## config.mk

```make
export PLATFORM = sky130hd
export DESIGN_NAME = vga_timing_gen
export DESIGN_NICKNAME = d
export VERILOG_FILES = /design/src/rtl/vga_timing_gen.sv
export SDC_FILE = /design/constraint.sdc
export NUM_CORES = 1
export LEC_CHECK = 0
export CORE_ASPECT_RATIO = 1.25
export CORE_MARGIN = 5
export CORE_UTILIZATION = 30
export CTS_CLUSTER_SIZE = 40
export DETAILED_ROUTE_END_ITERATION = 6
export SLEW_MARGIN = 20
export SYNTH_ARGS = -nofsm -noshare
export SYNTH_HDL_FRONTEND = slang
export SYNTH_SLANG_ARGS = --single-unit
```

## constraint.sdc

```tcl
create_clock -name clk -period 4.1 [get_ports clk]
set_clock_uncertainty 0.05 [all_clocks]
set_input_delay 0.41 -clock clk [delete_from_list [all_inputs] [get_ports clk]]
set_output_delay 0.41 -clock clk [all_outputs]
set_load 0.1 [all_outputs]
```

## src/rtl/vga_timing_gen.sv

```systemverilog
// Programmable VGA raster timing generator: counters, syncs, active qualifiers, line/frame strobes.
// Optional frame counter enabled by defining VGA_TIMING_FRAME_CNT_EN.
module vga_timing_gen #(
  parameter int unsigned H_ACTIVE = 800,
  parameter int unsigned H_FP     = 40,
  parameter int unsigned H_SYNC   = 128,
  parameter int unsigned H_BP     = 88,
  parameter int unsigned V_ACTIVE = 600,
  parameter int unsigned V_FP     = 1,
  parameter int unsigned V_SYNC   = 4,
  parameter int unsigned V_BP     = 23,
  parameter bit          HS_POL   = 1'b1,
  parameter bit          VS_POL   = 1'b1
) (
  input  logic        clk,
  input  logic        reset_n,
  input  logic        en,
  input  logic        pix_ce,
  output logic [10:0] pixel_x,
  output logic [9:0]  pixel_y,
  output logic        h_active,
  output logic        v_active,
  output logic        hsync,
  output logic        vsync,
  output logic        line_start,
  output logic        frame_start,
  output logic [7:0]  frame_cnt
);

  localparam int unsigned H_TOTAL = H_ACTIVE + H_FP + H_SYNC + H_BP;
  localparam int unsigned V_TOTAL = V_ACTIVE + V_FP + V_SYNC + V_BP;

  if (H_TOTAL > 2048) begin : g_h_total_chk
    $error("vga_timing_gen: H_TOTAL %0d exceeds 2048", H_TOTAL);
  end
  if (V_TOTAL > 1024) begin : g_v_total_chk
    $error("vga_timing_gen: V_TOTAL %0d exceeds 1024", V_TOTAL);
  end

  // Decode bounds are one bit wider than the counters so a range ending at 2048/1024 still fits.
  localparam logic [10:0] H_LAST     = 11'(H_TOTAL - 1);
  localparam logic [9:0]  V_LAST     = 10'(V_TOTAL - 1);
  localparam logic [11:0] H_ACT_END  = 12'(H_ACTIVE);
  localparam logic [11:0] HS_START   = 12'(H_ACTIVE + H_FP);
  localparam logic [11:0] HS_END     = 12'(H_ACTIVE + H_FP + H_SYNC);
  localparam logic [10:0] V_ACT_END  = 11'(V_ACTIVE);
  localparam logic [10:0] VS_START   = 11'(V_ACTIVE + V_FP);
  localparam logic [10:0] VS_END     = 11'(V_ACTIVE + V_FP + V_SYNC);

  typedef enum logic {S_IDLE, S_RUN} state_t;
  state_t state;

  logic        x_wrap;
  logic        y_wrap;
  logic [10:0] ld_x;
  logic [9:0]  ld_y;

  // Position to be loaded on the next advancing edge; entry from IDLE always starts at (0,0).
  always_comb begin
    x_wrap = (pixel_x == H_LAST);
    y_wrap = (pixel_y == V_LAST);
    ld_x   = '0;
    ld_y   = '0;
    if (state == S_RUN) begin
      ld_x = x_wrap ? '0 : pixel_x + 11'd1;
      if (x_wrap)
        ld_y = y_wrap ? '0 : pixel_y + 10'd1;
      else
        ld_y = pixel_y;
    end
  end

  always_ff @(posedge clk or negedge reset_n) begin
    if (!reset_n) begin
      state       <= S_IDLE;
      pixel_x     <= '0;
      pixel_y     <= '0;
      h_active    <= 1'b0;
      v_active    <= 1'b0;
      hsync       <= ~HS_POL;
      vsync       <= ~VS_POL;
      line_start  <= 1'b0;
      frame_start <= 1'b0;
    end else if (!en) begin
      state       <= S_IDLE;
      pixel_x     <= '0;
      pixel_y     <= '0;
      h_active    <= 1'b0;
      v_active    <= 1'b0;
      hsync       <= ~HS_POL;
      vsync       <= ~VS_POL;
      line_start  <= 1'b0;
      frame_start <= 1'b0;
    end else if (!pix_ce) begin
      line_start  <= 1'b0;
      frame_start <= 1'b0;
    end else begin
      state       <= S_RUN;
      pixel_x     <= ld_x;
      pixel_y     <= ld_y;
      h_active    <= ({1'b0, ld_x} < H_ACT_END);
      v_active    <= ({1'b0, ld_y} < V_ACT_END);
      hsync       <= (({1'b0, ld_x} >= HS_START) && ({1'b0, ld_x} < HS_END)) ? HS_POL : ~HS_POL;
      vsync       <= (({1'b0, ld_y} >= VS_START) && ({1'b0, ld_y} < VS_END)) ? VS_POL : ~VS_POL;
      line_start  <= (ld_x == '0);
      frame_start <= (ld_x == '0) && (ld_y == '0);
    end
  end

`ifdef VGA_TIMING_FRAME_CNT_EN
  always_ff @(posedge clk or negedge reset_n) begin
    if (!reset_n)
      frame_cnt <= '0;
    else if (!en)
      frame_cnt <= '0;
    else if (pix_ce && (state == S_RUN) && x_wrap && y_wrap)
      frame_cnt <= frame_cnt + 8'd1;
  end
`else
  assign frame_cnt = '0;
`endif

endmodule

```

==> impl_metrics.csv <==
group,metric,value,unit
yosys,ys_ff_latch,28,
detailed_routing,drc,0,
power,p_sw,0.000182,W
clock_tree,clockBufferDepth,2,
sta,hold_ws,448,ps
global_route,gr-usage-met3,1.65,%
global_route,grt_pass1_wl,10500,um
setup_path,cpLargestDelayFamily,"simple AND/OR/NAND/NOR gates",
clock_tree,tritoncts,"done",
detailed_routing,wirelength,6360,um
cells_and_area,fill_cells,733,
yosys,yosysWarnings,0,
yosys,ys_seq_area_share,32.2,%
floorplan,core,0.00702,mm2
global_route,grtUsageTotal,14.3,%
yosys,synth_cells,277,
global_route,antenna_found_initial,0,
power,p_per_area,221,mW/mm2
setup_path,cp.depth,8,
yosys,synthFlopType,"dfrtp_1",
floorplan,start_util,31.0,%
cells_and_area,syn_to_final_growth,17.9,%
global_route,use_met1,19.0,%
job,max-cap-violations,0,
sta,max_freq,337,MHz
clock_tree,cts_setup_buffers,0,
global_route,grt_pass1_vias,1968,
global_route,met2_usage,23.8,%
global_route,gr-total-overflow,0,
floorplan,dieArea,0.00906,mm2
setup_path,crit_path_end,"vsync",
floorplan,num_rows,34,
detailed_routing,antenna_left,0,
setup_path,crit_chain,"ha_1 > buf_4 > nand4bb_1 > or4_1 > or3_1 > a21oi_1 > nand4_1 > o31ai_2",
placed_design,place_congestion,0.925,
global_route,grt-busiest-layer,"met2",
detailed_routing,wire_per_inst,16.6,um
detailed_routing,drt_iter0_drc,131,
setup_path,endpoint_kind,"register",
yosys,ys_types,56,
sta,rsz0062_at_grt,"false",
clock_tree,cts_max_level,1,
setup_path,arrival,3130,ps
floorplan,die_h,105,um
sta,relSlewSlack,34.1,%
cells_and_area,fin_nets,301,
setup_path,crit_fanout,15,
detailed_routing,firstDrtPassIters,4,
detailed_routing,vias,2148,
power,vdd_drop_max,0.000109,V
power,p_clk_share,31.7,%
floorplan,num_io_pins,39,
power,intPower,0.000385,W
cells_and_area,mostFrequentLayoutCells,"clkdlybuf4s50_1 (30), nand2_1 (29), o21ai_0 (29)",
yosys,async_flop_share,100,%
clock_tree,worstSkewPairLatency,290,ps
setup_path,r2r-end,"vsync",
sta,hold_violations,0,
power,p_sw_share,32.1,%
setup_path,r2r_cells,8,
setup_path,cp_data_required_time,4260,ps
clock_tree,cts_root_buf,"clkbuf_8",
yosys,synth_top_area_cell,"dfrtp_1",
detailed_routing,viasPerCell,5.59,
yosys,synth-edff-count,0,
placed_design,io_buffers,30,
placed_design,dp_hpwl,4600,um
setup_path,cp_slowest_cell,"or4_1",
sta,slew_violations,0,
hold_path,holdCritStartpoint,"h_active",
clock_tree,numCtsBuffers,3,
clock_tree,clkTransAtPathRegs,110,ps
sta,tightest_slew,985,ps
power,p_leak,0.949,nW
setup_path,crit_path_start,"pixel_x[0]",
clock_tree,cts_sinks,28,
sta,finalCritPeriodShare,72.4,%
status,status,"completed",
setup_path,cpPeakStageDelay,710,ps
setup_path,rrSetupSlack,1130,ps
yosys,synth_area_leaders,"dfrtp_1 (32%), o21ai_0 (6.7%), nand2_1 (5.0%)",
sta,period_needed,2970,ps
power,p_comb_share,18.1,%
cells_and_area,final_common_cell,"clkdlybuf4s50_1",
power,seqPwrFrac,50.2,%
setup_path,startpoint_type,"register",
power,total_power,0.000567,W
setup_path,path_buf_inv,1,
setup_path,r2r-start,"pixel_x[0]",
yosys,synth_top_area_share,32.2,%
sta,finalSetupTns,0,ps
clock_tree,postCtsResizedCells,0,
hold_path,min_path_type,"reg2reg",
cells_and_area,layout-drive-gt1-share,6.12,%
sta,setup_viol,0,
yosys,synth_area_per_cell,7.85,um2
cells_and_area,antenna_cells,0,
clock_tree,ctsHoldBuffers,0,
floorplan,die_w,86.2,um
global_route,grt_start_max_net_pins,29,
yosys,netlist_area,0.00217,mm2
setup_path,path_class,"reg2reg",
[worst min-delay path, stage by stage (launching register included)]
cell	delay, ps
dfrtp_1	360
nand2_1	40
o21ai_0	60
[flip-flops by register name, summed over array words and instances (netlist names)]
register,count
frame_start,1
line_start,1
h_active,1
vsync,1
state,1
hsync,1
pixel_x,11
pixel_y,10
v_active,1
[worst min path at each step]
stage                        to  slack, ps  cells past startpoint
global placement          hsync        430                      2
finish                 h_active        450                      2
global route           h_active        500                      2
floorplan           frame_start         60                      0
CTS                       hsync        460                      2
detailed placement        hsync        420                      2
[metal layers]
metal | vias to the layer above | routed length [um] | share of wire, %
met5 | - | 0 | 0
met4 | 0 | 156 | 2.5
met3 | 13 | 281 | 4.4
met2 | 69 | 3050 | 48
met1 | 1013 | 2870 | 45
li1 | 1053 | - | -
[synth_stat cells (2+ instances only)]
master    instances
a311oi_1          2
nor3_1            9
or3_1             8
buf_4             8
xnor2_1           8
nand4_1           9
nor2b_1           7
o21ai_0          29
clkbuf_1         19
o41ai_1           3
nand3_1          11
dfrtp_1          28
a21oi_1           9
nor2_1           15
a211oi_1          2
xor2_1            2
a41oi_1           2
and2_1            4
a22o_1            2
or4_1             3
mux2i_1           2
or2_2             2
clkbuf_2          2
nor4b_1           2
nor4_1            5
a21boi_0          4
ha_1              2
inv_1             7
and3_1            4
nand2_1          29
a31oi_1           5
o21a_1            2
o31ai_1           8
[stage by stage]
stage	cell area (um2)	worst slack, ps	cells	util (%)
finish	2560	1130	384	36.5
global route	2560	875	384	36.5
CTS	2560	1130	384	36.5
detailed placement	2510	1150	380	35.7
global placement	2510	1210	380	35.7
floorplan	2200	790	284	-
[cell families (layout without fill, tap and decap cells)]
group	Yosys count	after routing	synth area share, %
xor+xnor	10	10	4.03
fa+ha+maj	2	2	1.15
mux	3	3	1.44
other cells	1	8	0.172
compound gates	83	83	25.5
simple gates	112	112	27.0
flops	28	28	32.2
buf+inv	38	48	8.46
[power groups by stage]
| stage | combinational, W | clock (W) | sequential [W] |
|---|---|---|---|
| floorplan | 0.0000596 | 0 | 0.000312 |
| global placement | 0.000103 | 0 | 0.000290 |
| detailed placement | 0.000103 | 0 | 0.000290 |
| CTS | 0.000103 | 0.000189 | 0.000284 |
| global route | 0.000108 | 0.000197 | 0.000285 |
| finish | 0.000103 | 0.000180 | 0.000284 |
[area by class of cell]
class	count	area, um2	share of cell area, %
timing repair buffer	37	353	13.8
tap	90	113	4.39
multi-input combinational	218	1320	51.3
inverter	7	26.3	1.02
sequential	28	701	27.3
clock buffer	4	55.1	2.15
Power figures use the tool's default switching activity.
